## config.mk

```make
export PLATFORM = sky130hd
export DESIGN_NAME = weight_loader_flat
export DESIGN_NICKNAME = d
export VERILOG_FILES = /design/src/rtl/weight_loader_pkg.sv /design/src/rtl/weight_loader_if.sv /design/src/rtl/wl_hdr_decode.sv /design/src/rtl/weight_loader.sv /design/src/flat_wrapper.sv
export SDC_FILE = /design/constraint.sdc
export NUM_CORES = 1
export LEC_CHECK = 0
export ABC_AREA = 0
export BUFFER_PORTS_ARGS = -buffer_cell sky130_fd_sc_hd__buf_2
export CAP_MARGIN = 20
export CORE_MARGIN = 2
export CORE_UTILIZATION = 42
export DETAILED_ROUTE_END_ITERATION = 8
export PLACE_DENSITY = 0.67
export SLEW_MARGIN = 15
export SYNTH_ARGS = -nofsm -noshare
export SYNTH_HDL_FRONTEND = slang
export SYNTH_HIERARCHICAL = 1
export SYNTH_SLANG_ARGS = --single-unit
```

## constraint.sdc

```tcl
create_clock -name clk -period 1.85 [get_ports clk]
set_input_delay 0.37 -clock clk [delete_from_list [all_inputs] [get_ports clk]]
set_output_delay 0.37 -clock clk [all_outputs]
set_load 0.01 [all_outputs]
```

## src/rtl/weight_loader_pkg.sv

```systemverilog
// Shared types for the weight loader: FSM states and header field layout.
// Header word: [15:12] layer ID, [11:0] neuron index.
package weight_loader_pkg;

  typedef enum logic [1:0] {
    HDR,
    LOAD,
    SKIP,
    DONE
  } state_e;

  localparam int HDR_LAYER_MSB  = 15;
  localparam int HDR_LAYER_LSB  = 12;
  localparam int HDR_NEURON_MSB = 11;
  localparam int HDR_NEURON_LSB = 0;

  localparam int HDR_LAYER_W  = HDR_LAYER_MSB - HDR_LAYER_LSB + 1;
  localparam int HDR_NEURON_W = HDR_NEURON_MSB - HDR_NEURON_LSB + 1;

endpackage

```

## src/rtl/weight_loader_if.sv

```systemverilog
// Weight stream in (s_valid/s_ready/s_data) and neuron memory write port out.
// slave: the loader side; master: the stream source / memory bank side.
interface weight_loader_if #(
  parameter int dataWidth    = 16,
  parameter int addressWidth = 5,
  parameter int numNeuron    = 30
);

  logic                    s_valid;
  logic                    s_ready;
  logic [dataWidth-1:0]    s_data;
  logic                    wen;
  logic [addressWidth-1:0] wadd;
  logic [dataWidth-1:0]    win;
  logic [numNeuron-1:0]    wsel;

  modport slave (
    input  s_valid,
    input  s_data,
    output s_ready,
    output wen,
    output wadd,
    output win,
    output wsel
  );

  modport master (
    output s_valid,
    output s_data,
    input  s_ready,
    input  wen,
    input  wadd,
    input  win,
    input  wsel
  );

endinterface

```

## src/rtl/wl_hdr_decode.sv

```systemverilog
// Header decode: accept when layer matches and neuron index is in range.
// Ports: hdr in, accept out, idx out (neuron index, truncated).
module wl_hdr_decode
  import weight_loader_pkg::*;
#(
  parameter int numNeuron = 30,
  parameter int layerNum  = 2,
  parameter int IW        = $clog2(numNeuron)
) (
  input  logic [15:0]   hdr,
  output logic          accept,
  output logic [IW-1:0] idx
);

  logic [HDR_LAYER_W-1:0]  lyr;
  logic [HDR_NEURON_W-1:0] nrn;

  assign lyr = hdr[HDR_LAYER_MSB:HDR_LAYER_LSB];
  assign nrn = hdr[HDR_NEURON_MSB:HDR_NEURON_LSB];

  // full 12-bit compare, so indices beyond IW bits are rejected
  assign accept = (lyr == HDR_LAYER_W'(layerNum))
                && (nrn < HDR_NEURON_W'(numNeuron));
  assign idx = nrn[IW-1:0];

endmodule

```

## src/rtl/weight_loader.sv

```systemverilog
// Streams header-tagged weight packets into per-neuron weight memories.
// Ports: clk, rst_n, s (stream + write port), busy, done, err pulses.
module weight_loader
  import weight_loader_pkg::*;
#(
  parameter int numWeight    = 30,
  parameter int addressWidth = $clog2(numWeight),
  parameter int dataWidth    = 16,
  parameter int numNeuron    = 30,
  parameter int layerNum     = 2
) (
  input  logic            clk,
  input  logic            rst_n,
  weight_loader_if.slave  s,
  output logic            busy,
  output logic            done,
  output logic            err
);

  localparam int IW = $clog2(numNeuron);
  localparam logic [numNeuron-1:0] ONE = 1;
  localparam logic [addressWidth-1:0] LAST =
    addressWidth'(numWeight - 1);

  state_e                  state, nxt;
  logic [addressWidth-1:0] cnt;
  logic [IW-1:0]           idx_q, hidx;
  logic                    acc, fire, last, wr;

  wl_hdr_decode #(
    .numNeuron(numNeuron),
    .layerNum (layerNum),
    .IW       (IW)
  ) u_dec (
    .hdr   (s.s_data[15:0]),
    .accept(acc),
    .idx   (hidx)
  );

  // held low during reset, and for the single DONE cycle
  assign s.s_ready = rst_n & (state != DONE);
  assign fire      = s.s_valid & s.s_ready;
  assign last      = (cnt == LAST);
  assign wr        = fire & (state == LOAD);
  assign busy      = (state == LOAD) | (state == SKIP);
  assign done      = (state == DONE);

  always_comb begin
    nxt = state;
    unique case (state)
      HDR:       if (fire) nxt = acc ? LOAD : SKIP;
      LOAD, SKIP: if (fire && last) nxt = DONE;
      DONE:      nxt = HDR;
      default:   nxt = HDR;
    endcase
  end

  always_ff @(posedge clk or negedge rst_n) begin
    if (!rst_n) begin
      state <= HDR;
      cnt   <= '0;
      idx_q <= '0;
    end else begin
      state <= nxt;
      if (fire && state == HDR) begin
        cnt   <= '0;
        idx_q <= hidx;
      end else if (fire) begin
        cnt <= last ? '0 : cnt + 1'b1;
      end
    end
  end

  always_ff @(posedge clk or negedge rst_n) begin
    if (!rst_n) begin
      s.wen  <= 1'b0;
      s.wadd <= '0;
      s.win  <= '0;
      s.wsel <= '0;
      err    <= 1'b0;
    end else begin
      s.wen  <= wr;
      s.wsel <= wr ? (ONE << idx_q) : '0;
      if (wr) begin
        s.wadd <= cnt;
        s.win  <= s.s_data;
      end
      err <= fire & (state == HDR) & ~acc;
    end
  end

endmodule
```

## src/flat_wrapper.sv

```systemverilog
// flat-port wrapper written by rule: the top's interface ports become plain ports
module weight_loader_flat import weight_loader_pkg::*;
#(
  parameter int numWeight    = 30,
  parameter int addressWidth = $clog2(numWeight),
  parameter int dataWidth    = 16,
  parameter int numNeuron    = 30,
  parameter int layerNum     = 2
)
  (clk, rst_n, busy, done, err, s_s_valid, s_s_data, s_s_ready, s_wen, s_wadd, s_win, s_wsel);
  weight_loader_if #(.dataWidth(dataWidth), .addressWidth(addressWidth), .numNeuron(numNeuron)) s_i ();
  input  logic clk;
  input  logic rst_n;
  output logic busy;
  output logic done;
  output logic err;
  input wire logic [$bits(s_i.s_valid)-1:0] s_s_valid;
  input wire logic [$bits(s_i.s_data)-1:0] s_s_data;
  output wire logic [$bits(s_i.s_ready)-1:0] s_s_ready;
  output wire logic [$bits(s_i.wen)-1:0] s_wen;
  output wire logic [$bits(s_i.wadd)-1:0] s_wadd;
  output wire logic [$bits(s_i.win)-1:0] s_win;
  output wire logic [$bits(s_i.wsel)-1:0] s_wsel;
  assign s_i.s_valid = s_s_valid;
  assign s_i.s_data = s_s_data;
  assign s_s_ready = s_i.s_ready;
  assign s_wen = s_i.wen;
  assign s_wadd = s_i.wadd;
  assign s_win = s_i.win;
  assign s_wsel = s_i.wsel;
  weight_loader #(.numWeight(numWeight), .addressWidth(addressWidth), .dataWidth(dataWidth), .numNeuron(numNeuron), .layerNum(layerNum)) u_core (.clk(clk), .rst_n(rst_n), .s(s_i), .busy(busy), .done(done), .err(err));
endmodule
```

==> impl_summary.log <==
INFO  metric min_period = 1740 ps
INFO  metric maxCapViolCount = 0
INFO  metric cp_num_cells = 3
INFO  metric synth_area_leaders = sky130_fd_sc_hd__dfrtp_1 64%, sky130_fd_sc_hd__nand2_1 10%, sky130_fd_sc_hd__nor2_1 5.5%
INFO  metric final.period_utilization = 0.940
INFO  metric cp_max_fo = 5
INFO  metric status = complete, no violations
INFO  metric drive_gt1_frac = 0.326
INFO  metric dieArea = 6690 µm²
INFO  metric power.share.switching = 0.323
INFO  metric rrSetupSlack = 200 ps
INFO  metric vias_per_cell = 4.94
INFO  metric worst-path-buf-inv = 2
INFO  metric initial_core_utilization = 0.432
INFO  metric cell_area_after_layout = 3210 µm²
INFO  metric num_rows = 28
INFO  metric clock_power_share = 0.285
INFO  metric tns = 0 ps
INFO  metric postRouteAntennaNets = 0
INFO  metric clkLatencyLatePin = 330 ps
INFO  metric cts.clk_slew.worst_paths = 70 ps
INFO  metric floorplan.die.height = 81.8 µm
INFO  metric first_pass_grt_wire_length = 8740 µm
INFO  metric yosysWarnings = 6
INFO  metric dpl_worst_slack = 127 ps
INFO  metric placeableCoreArea = 5890 µm²
INFO  metric timing.final.hold_violations = 0
INFO  metric utilization = 0.545
INFO  metric unrepaired_setup_endpoints_after_global_routing = false
INFO  metric routed_wire_length_per_instance = 14.1 µm
INFO  metric hold_class = in2async
INFO  metric ir_drop = 0.611 mV
INFO  metric endpoint_kind = primary output
INFO  metric design.portCount = 75
INFO  metric max_freq = 575 MHz
INFO  metric detailed_place.area = 2990 µm²
INFO  metric holdWs = 30.9 ps
INFO  metric synth_area_per_cell = 10.6 µm²
INFO  metric r2r_start = u_core/state[0]$_DFFE_PN0P_
INFO  metric setup_skew_after_layout = 7.50 ps
INFO  metric synth-async-reset-ratio = 1.00
INFO  metric clock_h_tree_levels = 3
INFO  metric antenna_found_initial = 0
INFO  metric die-width = 81.8 µm
INFO  metric maximum_number_of_pins_on_one_net_before_global_route_repair = 55
INFO  metric power.density_cell_area = 1420 nW/µm²
INFO  metric place.port_buffers = 74
INFO  metric setup-violations-final = 0
INFO  metric worstSetupStartpointType = register
INFO  metric netlist_area_before_placement = 2540 µm²
INFO  metric route.detailed.drc = 0
INFO  metric sequential_share_of_the_synthesized_area = 0.639
INFO  metric cellInternalPower = 3.07 mW
INFO  metric clk_root_buffer_cell = sky130_fd_sc_hd__clkbuf_8
INFO  metric first_global_vias = 1806
INFO  metric detailed_place_hpwl = 3960 µm
INFO  metric synth_cell_types = 28
INFO  metric total_leakage_power = 1.75 nW
INFO  metric num-nets-final = 346
INFO  metric synth_flop_cell = sky130_fd_sc_hd__dfrtp_1
INFO  metric timing.reg2reg.worst_path_depth = 6
INFO  metric grt-ovfl-total = 0
INFO  metric critical_path.max_stage_delay = 390 ps
INFO  metric critical_path.cell_chain = inv_1 > ha_1 > buf_2
INFO  metric cts.path.max_buffers = 2
INFO  metric tritoncts_clock_tree = done
INFO  metric p_seq_frac = 0.443
INFO  metric netlist.area_leader.share = 0.639
INFO  metric fillCellCount = 532
INFO  metric timing.critical_path.required = 1480 ps
INFO  metric drtIter0Drc = 99
INFO  metric synth_area_leader_cell = sky130_fd_sc_hd__dfrtp_1
INFO  metric syn_nets = 265
INFO  metric detailedRoute.firstPassIterationCount = 5
INFO  metric finalWorstSetupSlack = 111 ps
INFO  metric max_slew_margin = 0.565
INFO  metric share_comb_of_total_power = 0.272
INFO  metric clock_buffer_count_from_cts = 9
INFO  metric via_count = 1974
INFO  metric gp_congestion = 0.843
INFO  metric cp_top_family = flip-flops
INFO  metric resized_after_cts = 0
INFO  metric max_slew_violation_total_from_the_final_report = 0
INFO  metric worst_slew_pin_tran = 653 ps
INFO  metric timing.critical_path.slowest_stage_cell = sky130_fd_sc_hd__dfrtp_1
INFO  metric drt-total-wl = 5640 µm
INFO  metric synth.ff_latch_count = 65
INFO  metric number_of_synthesized_flops_with_an_enable_pin = 0
INFO  metric relative_area_change_from_synthesis_to_final_layout = 26.0%
INFO  metric timing.critical_path.arrival = 1370 ps
INFO  metric grt_usage = 0.179
INFO  metric r2r_end = u_core/s.wsel[23]$_DFF_PN0_
INFO  metric postSynthCellCount = 240
INFO  metric clock-sinks = 65
INFO  metric switchingPower = 1.47 mW
INFO  metric worst-setup-path-type = reg2out
INFO  metric num_antenna_cells = 0
-- final cells by class --
| type | count | area [µm²] | share of cell area |
|---|---|---|---|
| Sequential cell | 65 | 1630 | 0.507 |
| Multi-Input combinational cell | 160 | 837 | 0.261 |
| Timing Repair Buffer | 81 | 423 | 0.132 |
| Clock buffer | 12 | 145 | 0.0453 |
| Tap cell | 75 | 93.8 | 0.0293 |
| Clock inverter | 3 | 65.1 | 0.0203 |
| Inverter | 4 | 15.0 | 0.00468 |
-- cell usage in the layout, fill, tap and decap left out, types with 3 or more instances in the layout --
| master | synthesis | layout |
|---|---|---|
| sky130_fd_sc_hd__buf_4 | 5 | 7 |
| sky130_fd_sc_hd__nand3_1 | 6 | 6 |
| sky130_fd_sc_hd__clkbuf_8 | 0 | 10 |
| sky130_fd_sc_hd__nand3b_1 | 5 | 5 |
| sky130_fd_sc_hd__o21ai_0 | 7 | 7 |
| sky130_fd_sc_hd__a21oi_1 | 3 | 3 |
| sky130_fd_sc_hd__nor2_1 | 37 | 37 |
| sky130_fd_sc_hd__ha_1 | 6 | 6 |
| sky130_fd_sc_hd__inv_1 | 4 | 4 |
| sky130_fd_sc_hd__nand2_1 | 68 | 68 |
| sky130_fd_sc_hd__mux2_2 | 8 | 8 |
| sky130_fd_sc_hd__dfrtp_1 | 65 | 65 |
| sky130_fd_sc_hd__buf_2 | 4 | 74 |
-- state kept, by name, summed over array words and instances, names as in the netlist --
signal,flops
u_core/idx_q,5
u_core/s.wadd,5
u_core/s.wen,1
u_core/state,2
u_core/err,1
u_core/s.wsel,30
u_core/cnt,5
u_core/s.win,16
-- cells by family (layout without fill, tap and decap cells) --
logic type,after synthesis,after routing,share of synthesized area
simple gates,131,131,0.228
compound gates,15,15,0.0364
mux,8,8,0.0354
flops,65,65,0.639
buf+inv,15,100,0.0315
fa+ha+maj,6,6,0.0295
-- worst max path at each step --
stage,start,to
after floorplan,u_core/state[0]$_DFFE_PN0P_,u_core/state[0]$_DFFE_PN0P_
after global placement,s_s_data[12],u_core/state[1]$_DFFE_PN0P_
after detailed placement,s_s_data[12],u_core/state[1]$_DFFE_PN0P_
after CTS,u_core/state[1]$_DFFE_PN0P_,busy
after global routing,u_core/state[1]$_DFFE_PN0P_,busy
final,u_core/state[1]$_DFFE_PN0P_,busy
-- worst reg2reg max path, cell delays in order (launching register included) --
cell and delay [ps]:
sky130_fd_sc_hd__dfrtp_1 400, sky130_fd_sc_hd__ha_1 240, sky130_fd_sc_hd__nand4b_2 250, sky130_fd_sc_hd__buf_4 190
sky130_fd_sc_hd__nor2_1 80, sky130_fd_sc_hd__nand2_1 210, sky130_fd_sc_hd__nor2_1 190
-- synth_stat cells (3+ instances only) --
cell type / count
sky130_fd_sc_hd__o21ai_0: 7
sky130_fd_sc_hd__ha_1: 6
sky130_fd_sc_hd__mux2_2: 8
sky130_fd_sc_hd__buf_4: 5
sky130_fd_sc_hd__nand2_1: 68
sky130_fd_sc_hd__a21oi_1: 3
sky130_fd_sc_hd__nand3_1: 6
sky130_fd_sc_hd__dfrtp_1: 65
sky130_fd_sc_hd__nand3b_1: 5
sky130_fd_sc_hd__buf_2: 4
sky130_fd_sc_hd__inv_1: 4
sky130_fd_sc_hd__nor2_1: 37
-- layer usage --
metal / routed length, µm / global-route usage
met5: 0 / 0
met4: 105 / 0.0933
met2: 2630 / 0.274
met3: 395 / 0.0462
met1: 2510 / 0.234
-- power groups by stage --
stage / registers [mW] / logic [mW] / clock network (mW)
6_report: 2.01 / 1.24 / 1.29
5_1_grt: 2.06 / 1.39 / 1.37
4_1_cts: 2.01 / 1.24 / 1.32
3_5_place_dp: 2.03 / 1.24 / 0
3_3_place_gp: 2.02 / 1.21 / 0
2_1_floorplan: 2.08 / 0.698 / 0
-- through the flow --
stage	instances	power, mW
floorplan	240	2.78
global placement	384	3.22
detailed placement	384	3.27
CTS	399	4.57
global route	400	4.82
finish	400	4.54
-- timing repair --
item	in CTS	in global routing
hold endpoints to repair	0	0
hold buffers	0	0
endpoints found under the setup margin	0	1
buffers inserted	0	1
No activity file was read; power rests on OpenSTA's default activity.
